### src/rtl/mc_pkg.sv
// mc_pkg
// Shared definitions for the multicycle control unit.
//   - state_t: controller state encoding (TRAP state only exists when
//     MC_CONTROLLER_TRAP_EN is defined)
//   - instruction class (Tipo) and data-processing command encodings
//   - datapath select encodings: ALUControl, ResultSrc, ALUSrcB, ImmSrc
//   - isIllegal(): decides whether a Tipo/command pair has no legal meaning
// Configuration macro: MC_CONTROLLER_TRAP_EN
package mc_pkg;

  // Instruction class, IR[16:15]
  localparam logic [1:0] TIPO_DP  = 2'b00;
  localparam logic [1:0] TIPO_MEM = 2'b01;
  localparam logic [1:0] TIPO_BR  = 2'b10;
  localparam logic [1:0] TIPO_ILL = 2'b11;

  // Data-processing command, IR[13:12]
  localparam logic [1:0] CMD_ADD = 2'b00;
  localparam logic [1:0] CMD_SUB = 2'b01;
  localparam logic [1:0] CMD_CMP = 2'b10;
  localparam logic [1:0] CMD_ILL = 2'b11;

  // ALU operation
  localparam logic [1:0] ALU_ADD = 2'b00;
  localparam logic [1:0] ALU_SUB = 2'b01;

  // Result multiplexer
  localparam logic [1:0] RES_ALUOUT    = 2'b00;
  localparam logic [1:0] RES_READDATA  = 2'b01;
  localparam logic [1:0] RES_ALURESULT = 2'b10;

  // ALU B operand
  localparam logic [1:0] SRCB_REG = 2'b00;
  localparam logic [1:0] SRCB_IMM = 2'b01;
  localparam logic [1:0] SRCB_ONE = 2'b10;

  // Immediate extension
  localparam logic [1:0] IMM_DP  = 2'b00;
  localparam logic [1:0] IMM_MEM = 2'b01;
  localparam logic [1:0] IMM_BR  = 2'b10;

  typedef enum logic [3:0] {
    S_FETCH,
    S_DECODE,
    S_EXECR,
    S_EXECI,
    S_ALUWB,
    S_MEMADR,
    S_MEMRD,
    S_MEMWB,
    S_MEMWR,
    S_BRANCH
`ifdef MC_CONTROLLER_TRAP_EN
    , S_TRAP
`endif
  } state_t;

  // Class 11 is never legal; inside data processing only command 11 is.
  function automatic logic isIllegal(input logic [1:0] tipo, input logic [1:0] cmd);
    return (tipo == TIPO_ILL) || ((tipo == TIPO_DP) && (cmd == CMD_ILL));
  endfunction

endpackage

### src/rtl/mc_controller_if.sv
// mc_controller_if
// Bundles the instruction-field inputs, the memory handshake and every
// datapath control line between the controller and the datapath.
//   Fields in : Tipo[1:0], currentInstr[2:0], Rd[RD_W-1:0], CondEx
//   Handshake : MemReady (in to controller), MemReq/MemW (out)
//   Controls  : IRWrite, PCWrite, AdrSrc, RegW, ALUSrcA, ALUSrcB, ResultSrc,
//               ALUControl, ImmSrc, RegSrc, FlagW, NoWrite, Trap
// Modports: master = controller side, slave = datapath side.
interface mc_controller_if #(
  parameter int RD_W = 4
);
  logic [1:0]      Tipo;
  logic [2:0]      currentInstr;
  logic [RD_W-1:0] Rd;
  logic            CondEx;
  logic            MemReady;

  logic            MemReq;
  logic            MemW;
  logic            IRWrite;
  logic            PCWrite;
  logic            AdrSrc;
  logic            RegW;
  logic            ALUSrcA;
  logic [1:0]      ALUSrcB;
  logic [1:0]      ResultSrc;
  logic [1:0]      ALUControl;
  logic [1:0]      ImmSrc;
  logic [1:0]      RegSrc;
  logic [1:0]      FlagW;
  logic            NoWrite;
  logic            Trap;

  modport master (
    input  Tipo, currentInstr, Rd, CondEx, MemReady,
    output MemReq, MemW, IRWrite, PCWrite, AdrSrc, RegW, ALUSrcA, ALUSrcB,
           ResultSrc, ALUControl, ImmSrc, RegSrc, FlagW, NoWrite, Trap
  );

  modport slave (
    output Tipo, currentInstr, Rd, CondEx, MemReady,
    input  MemReq, MemW, IRWrite, PCWrite, AdrSrc, RegW, ALUSrcA, ALUSrcB,
           ResultSrc, ALUControl, ImmSrc, RegSrc, FlagW, NoWrite, Trap
  );
endinterface

### src/rtl/mc_alu_dec.sv
// mc_alu_dec
// Combinational ALU decoder for the controller.
//   i_cmd        : data-processing command, IR[13:12]
//   i_aluOp      : 1 when the controller is in an execute state; otherwise
//                  the ALU just adds and no flags are touched
//   i_condEx     : condition result, gates the flag update of CMP
//   o_aluControl : ALU operation
//   o_flagW      : flag write enables
//   o_noWrite    : suppresses register writeback (CMP)
module mc_alu_dec
  import mc_pkg::*;
(
  input  logic [1:0] i_cmd,
  input  logic       i_aluOp,
  input  logic       i_condEx,
  output logic [1:0] o_aluControl,
  output logic [1:0] o_flagW,
  output logic       o_noWrite
);

  // Only CMP touches flags; a failed condition must leave them untouched.
  always_comb begin
    o_aluControl = ALU_ADD;
    o_flagW      = 2'b00;
    o_noWrite    = 1'b0;
    if (i_aluOp) begin
      case (i_cmd)
        CMD_SUB: o_aluControl = ALU_SUB;
        CMD_CMP: begin
          o_aluControl = ALU_SUB;
          o_flagW      = i_condEx ? 2'b11 : 2'b00;
          o_noWrite    = i_condEx;
        end
        default: o_aluControl = ALU_ADD;
      endcase
    end
  end

endmodule

### src/rtl/mc_controller.sv
// mc_controller
// Multicycle control unit: sequences fetch, decode, execute, memory and
// writeback, waits on MemReady, and gates architectural writes with CondEx.
//   clk   : clock
//   reset : synchronous, active-high; strobes are forced low while asserted
//   bus   : mc_controller_if.master (instruction fields, memory handshake,
//           datapath controls)
// Parameters: RD_W register index width, PC_IDX register index aliasing PC.
// Configuration macro: MC_CONTROLLER_TRAP_EN -- when defined an illegal
// instruction parks the controller in TRAP with Trap=1 until reset; when
// undefined it falls through as a two-cycle NOP and Trap is tied low.
module mc_controller
  import mc_pkg::*;
#(
  parameter int RD_W   = 4,
  parameter int PC_IDX = 15
)(
  input logic        clk,
  input logic        reset,
  mc_controller_if.master bus
);

  state_t     r_state;

  logic       w_iBit;
  logic [1:0] w_cmd;
  logic       w_isLoad;
  logic       w_illegal;
  logic       w_rdIsPc;
  logic       w_aluOp;
  logic [1:0] w_aluControl;
  logic [1:0] w_flagW;
  logic       w_noWrite;

  assign w_iBit    = bus.currentInstr[2];
  assign w_cmd     = bus.currentInstr[1:0];
  assign w_isLoad  = bus.currentInstr[0];
  assign w_illegal = isIllegal(bus.Tipo, w_cmd);
  assign w_rdIsPc  = (bus.Rd == RD_W'(PC_IDX));
  assign w_aluOp   = (r_state == S_EXECR) || (r_state == S_EXECI);

  mc_alu_dec u_aluDec (
    .i_cmd        (w_cmd),
    .i_aluOp      (w_aluOp),
    .i_condEx     (bus.CondEx),
    .o_aluControl (w_aluControl),
    .o_flagW      (w_flagW),
    .o_noWrite    (w_noWrite)
  );

  // State sequencing. Memory states hold until MemReady; a store whose
  // condition failed never issues its request and returns straight to FETCH.
  always_ff @(posedge clk) begin
    if (reset) begin
      r_state <= S_FETCH;
    end else begin
      case (r_state)
        S_FETCH:  if (bus.MemReady) r_state <= S_DECODE;
        S_DECODE: begin
          if (w_illegal) begin
`ifdef MC_CONTROLLER_TRAP_EN
            r_state <= S_TRAP;
`else
            r_state <= S_FETCH;
`endif
          end else begin
            case (bus.Tipo)
              TIPO_DP:  r_state <= w_iBit ? S_EXECI : S_EXECR;
              TIPO_MEM: r_state <= S_MEMADR;
              TIPO_BR:  r_state <= S_BRANCH;
              default:  r_state <= S_FETCH;
            endcase
          end
        end
        S_EXECR,
        S_EXECI:  r_state <= (w_cmd == CMD_CMP) ? S_FETCH : S_ALUWB;
        S_ALUWB:  r_state <= S_FETCH;
        S_MEMADR: begin
          if (w_isLoad)        r_state <= S_MEMRD;
          else if (bus.CondEx) r_state <= S_MEMWR;
          else                 r_state <= S_FETCH;
        end
        S_MEMRD:  if (bus.MemReady) r_state <= S_MEMWB;
        S_MEMWB:  r_state <= S_FETCH;
        S_MEMWR:  if (bus.MemReady || !bus.CondEx) r_state <= S_FETCH;
        S_BRANCH: r_state <= S_FETCH;
`ifdef MC_CONTROLLER_TRAP_EN
        S_TRAP:   r_state <= S_TRAP;
`endif
        default:  r_state <= S_FETCH;
      endcase
    end
  end

  // Control outputs decoded from the current state and instruction fields.
  // While reset is high the datapath sees FETCH selects but no strobes, so
  // an aborted instruction cannot write anything on the way out.
  always_comb begin
    bus.MemReq     = 1'b0;
    bus.MemW       = 1'b0;
    bus.IRWrite    = 1'b0;
    bus.PCWrite    = 1'b0;
    bus.AdrSrc     = 1'b0;
    bus.RegW       = 1'b0;
    bus.ALUSrcA    = 1'b0;
    bus.ALUSrcB    = SRCB_REG;
    bus.ResultSrc  = RES_ALUOUT;
    bus.ALUControl = w_aluControl;
    bus.ImmSrc     = IMM_DP;
    bus.RegSrc     = 2'b00;
    bus.FlagW      = w_flagW;
    bus.NoWrite    = w_noWrite;
    bus.Trap       = 1'b0;

    if (reset) begin
      bus.ALUSrcA    = 1'b1;
      bus.ALUSrcB    = SRCB_ONE;
      bus.ResultSrc  = RES_ALURESULT;
      bus.ALUControl = ALU_ADD;
      bus.FlagW      = 2'b00;
      bus.NoWrite    = 1'b0;
    end else begin
      case (r_state)
        S_FETCH: begin
          bus.MemReq    = 1'b1;
          bus.IRWrite   = bus.MemReady;
          bus.PCWrite   = bus.MemReady;
          bus.ALUSrcA   = 1'b1;
          bus.ALUSrcB   = SRCB_ONE;
          bus.ResultSrc = RES_ALURESULT;
        end
        S_DECODE: begin
          bus.ALUSrcA   = 1'b1;
          bus.ALUSrcB   = SRCB_ONE;
          bus.ResultSrc = RES_ALURESULT;
        end
        S_EXECR: bus.ALUSrcB = SRCB_REG;
        S_EXECI: bus.ALUSrcB = SRCB_IMM;
        S_ALUWB: begin
          bus.ResultSrc = RES_ALUOUT;
          bus.RegW      = bus.CondEx && !w_rdIsPc;
          bus.PCWrite   = bus.CondEx && w_rdIsPc;
        end
        S_MEMADR: begin
          bus.ALUSrcB = SRCB_IMM;
          bus.ImmSrc  = IMM_MEM;
        end
        S_MEMRD: begin
          bus.MemReq = 1'b1;
          bus.AdrSrc = 1'b1;
        end
        S_MEMWB: begin
          bus.ResultSrc = RES_READDATA;
          bus.RegW      = bus.CondEx && !w_rdIsPc;
          bus.PCWrite   = bus.CondEx && w_rdIsPc;
        end
        S_MEMWR: begin
          bus.MemReq = 1'b1;
          bus.AdrSrc = 1'b1;
          bus.RegSrc = 2'b10;
          bus.MemW   = bus.CondEx;
        end
        S_BRANCH: begin
          bus.ALUSrcA   = 1'b1;
          bus.ALUSrcB   = SRCB_IMM;
          bus.ImmSrc    = IMM_BR;
          bus.RegSrc    = 2'b01;
          bus.ResultSrc = RES_ALURESULT;
          bus.PCWrite   = bus.CondEx;
        end
`ifdef MC_CONTROLLER_TRAP_EN
        S_TRAP: bus.Trap = 1'b1;
`endif
        default: ;
      endcase
    end
  end

endmodule
### src/flat_wrapper.sv
// flat-port wrapper written by rule: the top's interface ports become plain ports
module mc_controller_flat import mc_pkg::*;
#(
  parameter int RD_W   = 4,
  parameter int PC_IDX = 15
)
  (clk, reset, bus_Tipo, bus_currentInstr, bus_Rd, bus_CondEx, bus_MemReady, bus_MemReq, bus_MemW, bus_IRWrite, bus_PCWrite, bus_AdrSrc, bus_RegW, bus_ALUSrcA, bus_ALUSrcB, bus_ResultSrc, bus_ALUControl, bus_ImmSrc, bus_RegSrc, bus_FlagW, bus_NoWrite, bus_Trap);
  mc_controller_if #(.RD_W(RD_W)) bus_i ();
  input logic clk;
  input logic reset;
  input wire logic [$bits(bus_i.Tipo)-1:0] bus_Tipo;
  input wire logic [$bits(bus_i.currentInstr)-1:0] bus_currentInstr;
  input wire logic [$bits(bus_i.Rd)-1:0] bus_Rd;
  input wire logic [$bits(bus_i.CondEx)-1:0] bus_CondEx;
  input wire logic [$bits(bus_i.MemReady)-1:0] bus_MemReady;
  output wire logic [$bits(bus_i.MemReq)-1:0] bus_MemReq;
  output wire logic [$bits(bus_i.MemW)-1:0] bus_MemW;
  output wire logic [$bits(bus_i.IRWrite)-1:0] bus_IRWrite;
  output wire logic [$bits(bus_i.PCWrite)-1:0] bus_PCWrite;
  output wire logic [$bits(bus_i.AdrSrc)-1:0] bus_AdrSrc;
  output wire logic [$bits(bus_i.RegW)-1:0] bus_RegW;
  output wire logic [$bits(bus_i.ALUSrcA)-1:0] bus_ALUSrcA;
  output wire logic [$bits(bus_i.ALUSrcB)-1:0] bus_ALUSrcB;
  output wire logic [$bits(bus_i.ResultSrc)-1:0] bus_ResultSrc;
  output wire logic [$bits(bus_i.ALUControl)-1:0] bus_ALUControl;
  output wire logic [$bits(bus_i.ImmSrc)-1:0] bus_ImmSrc;
  output wire logic [$bits(bus_i.RegSrc)-1:0] bus_RegSrc;
  output wire logic [$bits(bus_i.FlagW)-1:0] bus_FlagW;
  output wire logic [$bits(bus_i.NoWrite)-1:0] bus_NoWrite;
  output wire logic [$bits(bus_i.Trap)-1:0] bus_Trap;
  assign bus_i.Tipo = bus_Tipo;
  assign bus_i.currentInstr = bus_currentInstr;
  assign bus_i.Rd = bus_Rd;
  assign bus_i.CondEx = bus_CondEx;
  assign bus_i.MemReady = bus_MemReady;
  assign bus_MemReq = bus_i.MemReq;
  assign bus_MemW = bus_i.MemW;
  assign bus_IRWrite = bus_i.IRWrite;
  assign bus_PCWrite = bus_i.PCWrite;
  assign bus_AdrSrc = bus_i.AdrSrc;
  assign bus_RegW = bus_i.RegW;
  assign bus_ALUSrcA = bus_i.ALUSrcA;
  assign bus_ALUSrcB = bus_i.ALUSrcB;
  assign bus_ResultSrc = bus_i.ResultSrc;
  assign bus_ALUControl = bus_i.ALUControl;
  assign bus_ImmSrc = bus_i.ImmSrc;
  assign bus_RegSrc = bus_i.RegSrc;
  assign bus_FlagW = bus_i.FlagW;
  assign bus_NoWrite = bus_i.NoWrite;
  assign bus_Trap = bus_i.Trap;
  mc_controller #(.RD_W(RD_W), .PC_IDX(PC_IDX)) u_core (.clk(clk), .reset(reset), .bus(bus_i));
endmodule
### config.mk
export PLATFORM = sky130hd
export DESIGN_NAME = mc_controller_flat
export DESIGN_NICKNAME = d
export VERILOG_FILES = /design/src/rtl/mc_pkg.sv /design/src/rtl/mc_controller_if.sv /design/src/rtl/mc_alu_dec.sv /design/src/rtl/mc_controller.sv /design/src/flat_wrapper.sv
export SDC_FILE = /design/constraint.sdc
export NUM_CORES = 1
export LEC_CHECK = 0
export BUFFER_PORTS_ARGS = -buffer_cell sky130_fd_sc_hd__buf_4
export CAP_MARGIN = 40
export CORE_MARGIN = 1
export CORE_UTILIZATION = 47
export CTS_CLUSTER_SIZE = 40
export DETAILED_ROUTE_END_ITERATION = 16
export GPL_TIMING_DRIVEN = 0
export PLACE_DENSITY = 0.81
export SYNTH_ARGS = -nofsm -noshare
export SYNTH_HDL_FRONTEND = slang
export SYNTH_HIERARCHICAL = 1
export SYNTH_SLANG_ARGS = --single-unit
export TNS_END_PERCENT = 20
### constraint.sdc
create_clock -name clk -period 2.2 [get_ports clk]
set_input_delay 0.22 -clock clk [delete_from_list [all_inputs] [get_ports clk]]
set_output_delay 0.22 -clock clk [all_outputs]
set_load 0.05 [all_outputs]
==> Yosys cells after proc, flatten, opt, wreduce, memory -nomap -nowiden <==
Cells that the tools add are included.
{ "classes": {"n_mux": 42, "n_eq_ne": 19, "reduce_logical": 19} }
{ "op_table": {"columns": ["cell", "n"], "rows": [
  ["$mux W4", 6],
  ["$pmux W4 S6", 1],
  ["$mux W1", 20],
  ["$eq A4 B3 Y1 const B", 4],
  ["$mux W2", 8],
  ["$pmux W2 S2", 4],
  ["$eq A4 B4 Y1 const B", 3],
  ["$pmux W4 S3", 1],
  ["$reduce_or A2 Y1", 5],
  ["$reduce_or A3 Y1", 3],
  ["$eq A2 B2 Y1 const B", 4],
  ["$eq A4 B2 Y1 const B", 2],
  ["$eq A2 B1 Y1 const B", 2],
  ["$eq A4 B1 Y1 const B", 1],
  ["$logic_not A4 Y1", 1],
  ["$ne A2 B2 Y1 const B", 2],
  ["$logic_and A1 B1 Y1", 3],
  ["$logic_or A1 B1 Y1", 3],
  ["$mux W3", 1],
  ["$pmux W1 S3", 1],
  ["$reduce_and A3 Y1", 1],
  ["$logic_not A1 Y1", 2],
  ["$logic_not A2 Y1", 1],
  ["$ne A2 B1 Y1 const B", 1]
]} }
{ "word_totals": {"register_bits": 4, "input_bits": 13} }

==> Logic depth before layout (Yosys ltp) <==
Gate-level depths: netlist of run 1.
{ "depth": {"word_depth": 5, "depth_mapped": 5, "depth_no_buf": 5} }

==> Modules after synthesis <==
The synthesis of run 1 kept the hierarchy.
{ "by_module_without_submodules": {"columns": ["module", "seq_area_each_um2", "instances", "area_per_inst_um2", "cells_each"], "rows": [
  ["mc_controller", 80.1, 1, 590.6, 86],
  ["mc_alu_dec", 0.0, 1, 57.6, 8]
]} }

==> Least setup slack after synthesis of run 1 <==
No wires, ideal clock.
{ "synth_timing": {"kind": "register to output", "from": "register u_core.r_state[2]", "to": "output bus_RegW", "arrival_time_ns": 1.952, "slack_ns": 0.028, "required_time_ns": 1.980, "path_stages_with_launch": 5, "cell_sequence": "dfxtp_1 > clkbuf_1 > nor2b_1 > nand2_1 > nor3_1"} }
{ "synth_between": {"elab_chain_cells": 4, "elab_cells_between_ends": 5} }
{ "synth_rtl": {"columns": ["element", "line_no", "rtl"], "rows": [
  ["start: declaration", "mc_controller.sv:23", "state_t r_state;"],
  ["start signal: assignment", "mc_controller.sv:68", "TIPO_DP: r_state <= w_iBit ? S_EXECI : S_EXECR;"],
  ["start signal: assignment", "mc_controller.sv:76", "S_EXECI: r_state <= (w_cmd == CMD_CMP) ? S_FETCH : S_ALUWB;"],
  ["$eq A4 B3 Y1", "mc_controller.sv:123", "case (r_state)"],
  ["$reduce_or A2 Y1 (no source line) (*)", null, null],
  ["$mux W1 (*)", null, null],
  ["$mux W1 (*)", "mc_controller.sv:115", "if (reset) begin"],
  ["end: declaration", "flat_wrapper.sv:21", "output wire logic [$bits(bus_i.RegW)-1:0] bus_RegW;"]
]} }
Mark *: on every way between the ends. The rest lies on a longest branch, timed or not.

==> Final worst setup path of run 1 <==
{ "layout_timing": {"from": "register u_core.r_state[1]", "to": "output bus_FlagW[1]"} }
{ "layout_between": {"elab_chain_cells": 4, "elab_cells_between_ends": 5} }
{ "layout_rtl": {"columns": ["element", "line_no", "rtl"], "rows": [
  ["$eq A4 B2 Y1", "mc_controller.sv:40", "assign w_aluOp = (r_state == S_EXECR) || (r_state == S_EXECI);"],
  ["$logic_or A1 B1 Y1 (*)", "mc_controller.sv:40", null],
  ["net u_core.w_aluOp", "mc_controller.sv:30", "logic w_aluOp;"],
  ["$mux W2 (*)", "mc_alu_dec.sv:26", "if (i_aluOp) begin"],
  ["net u_core.w_flagW[1]", "mc_controller.sv:32", "logic [1:0] w_flagW;"],
  ["$mux W2 (*)", "mc_controller.sv:115", null],
  ["end: declaration", "flat_wrapper.sv:28", "output wire logic [$bits(bus_i.FlagW)-1:0] bus_FlagW;"]
]} }
The timed path passes the listed nets; every way through them passes the cells marked *.

==> results of run 1 <==
## logic make-up after synthesis
group / count (synthesis) / synth area share [%]
fa+ha+maj: 6 / 11.58
flops: 4 / 12.36
buf+inv: 15 / 11.20
other cells: 2 / 1.159
simple gates: 47 / 43.44
xor+xnor: 2 / 2.703
compound gates: 18 / 17.57
## metal layers
metal / track usage, % / routed length (um)
met1: 27.99 / 730
met2: 40.42 / 824
met3: 5.202 / 79
met4: 7.759 / 0
met5: 0 / 0
## tightest hold or removal path, delay by kind of cell
kind	cells	cell delay (ps)
buf+inv	1	120
simple gates	1	80
compound gates	1	80
## area by class of cell
| cell class | count | area [um2] |
|---|---|---|
| fillers | 125 | 365.4 |
| inverters | 5 | 18.77 |
| repair buffers | 30 | 225.2 |
| clock buffers | 3 | 22.52 |
| flip-flops and latches | 4 | 80.08 |
| well taps | 15 | 18.77 |
| plain buffers | 10 | 53.80 |
| multi-input cells | 75 | 500.5 |
## final timing paths
kind	from	to
worst min register to register	u_core/r_state[2]$_SDFFE_PP0P_	u_core/r_state[2]$_SDFFE_PP0P_
worst max-delay path	u_core/r_state[1]$_SDFFE_PP0P_	bus_FlagW[1]
worst min-delay path	bus_MemReady	u_core/r_state[0]$_SDFFE_PP0P_
worst max register to register	u_core/r_state[3]$_SDFFE_PP0P_	u_core/r_state[3]$_SDFFE_PP0P_
## power by group through the flow
stage / clock network [mW] / logic [mW] / registers (mW)
6_report: 0.0942 / 0.172 / 0.0834
5_1_grt: 0.104 / 0.187 / 0.0837
4_1_cts: 0.0994 / 0.171 / 0.0831
3_5_place_dp: 0 / 0.171 / 0.0842
3_3_place_gp: 0 / 0.167 / 0.0840
2_1_floorplan: 0 / 0.121 / 0.0830
## stage by stage
| step | power [mW] | setup WS (ps) | cells | hold WS (ps) |
|---|---|---|---|---|
| 6_report | 0.3495 | 222.1 | 142 | 308.6 |
| 2_1_floorplan | 0.2038 | 28.25 | 94 | 407.1 |
| 4_1_cts | 0.3537 | 96.46 | 142 | 303.8 |
| 3_3_place_gp | 0.2513 | 378.2 | 139 | 555.3 |
| 5_1_grt | 0.3743 | 109.6 | 142 | 335.4 |
| 3_5_place_dp | 0.2549 | 353.3 | 139 | 564.3 |
## synthesized netlist by cell type
cell type | number | area, um2
nand2_1 | 4 | 15.01
a21boi_0 | 1 | 7.510
or4b_4 | 1 | 13.76
buf_2 | 1 | 5.000
o21ai_0 | 4 | 20.02
a21oi_1 | 4 | 20.02
nor3b_1 | 3 | 22.52
nand3b_1 | 1 | 7.510
and2_1 | 1 | 6.260
nand3_1 | 2 | 10.01
ha_1 | 6 | 75.07
and3_1 | 3 | 18.77
dfxtp_1 | 4 | 80.08
and3b_1 | 1 | 8.760
a211o_1 | 1 | 8.760
inv_1 | 5 | 18.77
or3b_1 | 1 | 8.760
clkbuf_1 | 5 | 18.77
conb_1 | 2 | 7.510
buf_4 | 4 | 30.03
a21o_1 | 3 | 22.52
and4_1 | 1 | 8.760
nor3_1 | 2 | 10.01
nand4b_1 | 1 | 8.760
nand2b_1 | 3 | 18.77
a31oi_1 | 3 | 18.77
nor2_1 | 10 | 37.54
o31ai_1 | 1 | 7.510
nor4b_1 | 1 | 8.760
a221oi_1 | 1 | 8.760
or2_2 | 1 | 6.260
nor2b_1 | 9 | 56.30
xnor2_1 | 1 | 8.760
xor2_1 | 1 | 8.760
nor2b_2 | 1 | 8.760
nand4_1 | 1 | 6.260
## what timing repair did
item                       4_1_cts  5_1_grt
gates resized for setup          0        1
hold buffers                     0        0
setup endpoints to repair        0        2
==> metrics.md, run 1 <==
| Metric | Value |
|---|---|
| Commonest cells after routing, fill and taps aside | buf_4 (34), nor2_1 (10), nor2b_1 (9) |
| Most common cell after layout, fill and taps aside | buf_4 |
| Routed wire length | 1.634 mm |
| H-tree depth | 1 |
| Initial DRT Pass Iterations | 4 |
| Clock buffer depth | 2 |
| Critical path class | reg2out |
| Critical Path Stages | 6 |
| Slowest CP cell | dfxtp_1 |
| Netlist cell types | 36 |
| Leakage | 0.4479 nW |
| DR WL/cell | 11.51 um |
| Clock Power Share | 27.0% |
| CP Capture Type | output port |
| Setup Buffers After CTS | 0 |
| Seq cells post-synth | 4 |
| Die W | 39.14 um |
| Comb pwr share | 49.2% |
| Clock skew | 7.392 ps |
| DR iter-0 viols | 17 |
| Sequential fraction of the synthesis area | 12.36% |
| PortBufs | 30 |
| Worst VDD drop | 0.0003800 V |
| Root buffer cell | clkbuf_4 |
| Critical path startpoint category | register |
| CP delay by family, top | simple AND/OR/NAND/NOR gates |
| # clock sinks | 4 |
| Min-Delay Path Class | in2reg |
| Worst-Skew Late Latency | 240 ps |
| Internal power | 0.2029 mW |
| Tmin final | 1978 ps |
| Overflow after GRT | 0 |
| Antenna Nets Post-Route | 0 |
| Syn_area_per_cell | 6.895 um2 |
| Switching power | 0.1465 mW |
| Die area | 0.001532 mm2 |
| Vias | 740 |
| Worst-case reg-to-reg path depth | 3 |
| CTS Buf Count | 3 |
| Placed Area | 892.1 um2 |
| Reg power frac | 23.9% |
| Final slew viol count | 0 |
| Core ar. | 0.001285 mm2 |
| Cells after synthesis | 94 |
| PD cells | 380.0 mW/mm2 |
| Setup TNS | 0 ps |
| Final nets | 148 |
| Total of warnings raised by yosys | 6 |
| CP max stage delay | 380 ps |
| Final core utilization | 71.57% |
| Design Area, Final | 919.6 um2 |
| WP buf/inv | 3 |
| Fmax | 505.6 MHz |
| Die height | 39.14 um |
| Number of antenna violations at the first check in global routing | 0 |
| Largest net degree at the start of global routing | 11 |
| Row cnt | 13 |
| Via-to-Cell Ratio | 5.211 |
| Max Cap Violations | 0 |
| Setup violators final | 0 |
| Largest registers | u_core/r_state (4) |
| Top cell by count, worst path | buf_4 |
| ANT cells | 0 |
| Synth Net Count | 113 |
| Unrepaired setup endpoints after global routing | false |
| Largest Register | u_core/r_state |
| Cell depth of the worst hold path | 3 |
| Top-Level Pins | 34 |
| Reg-to-reg setup timing slack | 600 ps |
| Global-route wire length before repair | 2.428 mm |
| Share of cells above drive strength 1 | 33.07% |
| Run status | complete, no violations |
| Post-synthesis cell area | 648.1 um2 |
| Max reg flops | 4 |
| CTS tree | built |
| CP required | 1980 ps |
| Net Sw Frac | 41.93% |
| Worst-margin pin slew | 923.5 ps |
| CP Max Fanout | 10 |
| DRC Markers | 0 |
| Reg clk slew, reported paths | 40 ps |
| Endpoints failing hold | 0 |
| Vias in the first global route | 582 |
| Cells along the critical path | buf_2 -> nor3b_2 -> and3_1 -> buf_4 -> nor2b_1 -> buf_4 |
| Worst slew margin | 38.30% |
| Post-DP HPWL | 1.271 mm |
| P&R area growth vs syn | 41.89% |
| Worst path arrival time | 1760 ps |
| Initial Util | 50.44% |
| Period utilisation layout | 89.91% |
| Final Wtd Congestion | 0.8506 |
| Total global-route track usage | 23.40% |
No activity file was read; power rests on OpenSTA's default activity.
==> inputs of run 2 (changes only) <==
Settings changed: CORE_UTILIZATION 47 to 44, PLACE_DENSITY 0.81 to 0.76.
Clock period 2.2 ns to 2.1 ns, I/O delays scaled along.
==> run 2 against run 1 <==
Effect of this change: die area up 6.5%; largest power group unchanged; register-to-register slack lost 130 ps; via count fell by 1.2%; routed wire length grew 0.67%; setup slack got worse by 98 ps.
==> metrics.md, run 2 (synthesized netlist as in run 1, its figures left out) <==
| Metric | Value |
|---|---|
| Run status | complete, no violations |
| CTS Buf Count | 3 |
| H-tree depth | 1 |
| Fmax | 506.2 MHz |
| Worst-margin pin slew | 920.1 ps |
| Final nets | 148 |
| Core ar. | 0.001334 mm2 |
| Total power | 0.3675 mW |
| Initial DRT Pass Iterations | 4 |
| Largest net degree at the start of global routing | 11 |
| Final Non-Filler Cells | 142 |
| P&R area growth vs syn | 43.82% |
| Die area | 0.001631 mm2 |
| Total global-route track usage | 22.90% |
| ANT cells | 0 |
| Post-DP HPWL | 1.247 mm |
| Endpoints failing hold | 0 |
| PD cells | 394.3 mW/mm2 |
| Overflow after GRT | 0 |
| Row cnt | 13 |
| Vias in the first global route | 614 |
| Worst VDD drop | 0.0002579 V |
| Worst slew margin | 38.53% |
| Die height | 40.38 um |
| Tmin final | 1976 ps |
| Critical path class | reg2out |
| # clock sinks | 4 |
| Most common cell after layout, fill and taps aside | buf_4 |
| DRC Markers | 0 |
| Commonest cells after routing, fill and taps aside | buf_4 (34), nor2_1 (10), nor2b_1 (9) |
| Routed wire length | 1.645 mm |
| Unrepaired setup endpoints after global routing | false |
| Largest registers | u_core/r_state (4) |
| Clock skew | 3.031 ps |
| Antenna Nets Post-Route | 0 |
| Reg clk slew, reported paths | 40 ps |
| Largest Register | u_core/r_state |
| Setup WS post-layout | 124.4 ps |
| Via-to-Cell Ratio | 5.148 |
| DR WL/cell | 11.58 um |
| Die W | 40.38 um |
| Design Area, Final | 932.1 um2 |
| Root buffer cell | clkbuf_4 |
| Final Wtd Congestion | 0.7718 |
| Setup Buffers After CTS | 0 |
| Min-Delay Path Class | in2reg |
| Setup TNS | 0 ps |
| PortBufs | 30 |
| Critical path startpoint category | register |
| Final core utilization | 69.89% |
| CTS tree | built |
| Final slew viol count | 0 |
| Global-route wire length before repair | 2.449 mm |
| Leakage | 0.4493 nW |
| Period utilisation layout | 94.08% |
| CP Max Fanout | 10 |
| Cell Count Post-Placement | 139 |
| Setup violators final | 0 |
| DR iter-0 viols | 13 |
| Max reg flops | 4 |
| Max Cap Violations | 0 |
| Placed Area | 897.1 um2 |
| Worst path arrival time | 1770 ps |
| Share of cells above drive strength 1 | 34.65% |
| Vias | 731 |
| Number of antenna violations at the first check in global routing | 0 |
| CP Capture Type | output port |
| Worst-Skew Late Latency | 240 ps |
| Place WS | 250.1 ps |
| Clock buffer depth | 2 |
| Top-Level Pins | 34 |
| CP required | 1890 ps |
| Initial Util | 48.59% |
| Hold Slack | 304.3 ps |
==> run 2: cell counts in the layout (fill, tap and decap cells not counted) <==
Identical to the previous run, type by type.
==> run 2: cell type report <==
| type | count | area (um2) |
|---|---|---|
| multi-input cells | 75 | 511.7 |
| fillers | 117 | 401.6 |
| repair buffers | 30 | 225.2 |
| flip-flops and latches | 4 | 80.08 |
| plain buffers | 10 | 55.05 |
| clock buffers | 3 | 22.52 |
| inverters | 5 | 18.77 |
| well taps | 15 | 18.77 |
==> run 2: report_power, final <==
part           leakage, nW  switching, mW  internal (mW)
Sequential          0.0326        0.00555         0.0816
Combinational        0.403          0.114         0.0677
Clock               0.0138         0.0342         0.0641
Total                0.449          0.154          0.213
==> run 2: what timing repair did <==
action	CTS	global route
hold buffers	0	0
setup endpoints to repair	1	1
resized for setup	1	3
==> run 2: critical path, cell delays in order (launching register included) <==
cell,delay (ps)
dfxtp_1,370
buf_2,230
nor3b_4,260
and3_1,230
buf_4,110
nor2b_1,110
buf_4,210
==> run 2: final timing paths <==
| path | from | end | cells after the start | slack [ps] |
|---|---|---|---|---|
| worst max-delay path | u_core/r_state[1]$_SDFFE_PP0P_ | bus_FlagW[0] | 6 | 120 |
| worst min-delay path | bus_MemReady | u_core/r_state[0]$_SDFFE_PP0P_ | 3 | 300 |
| worst max register to register | u_core/r_state[3]$_SDFFE_PP0P_ | u_core/r_state[0]$_SDFFE_PP0P_ | 3 | 470 |
| worst min register to register | u_core/r_state[2]$_SDFFE_PP0P_ | u_core/r_state[1]$_SDFFE_PP0P_ | 3 | 650 |
==> run 2: layer usage <==
metal	up-vias	GRT usage [%]	share of wire, %
met4	0	10.00	0
met3	0	6.667	5.5
met2	24	40.08	50
met1	322	25.16	45
li1	385	-	-
met5	-	0	0
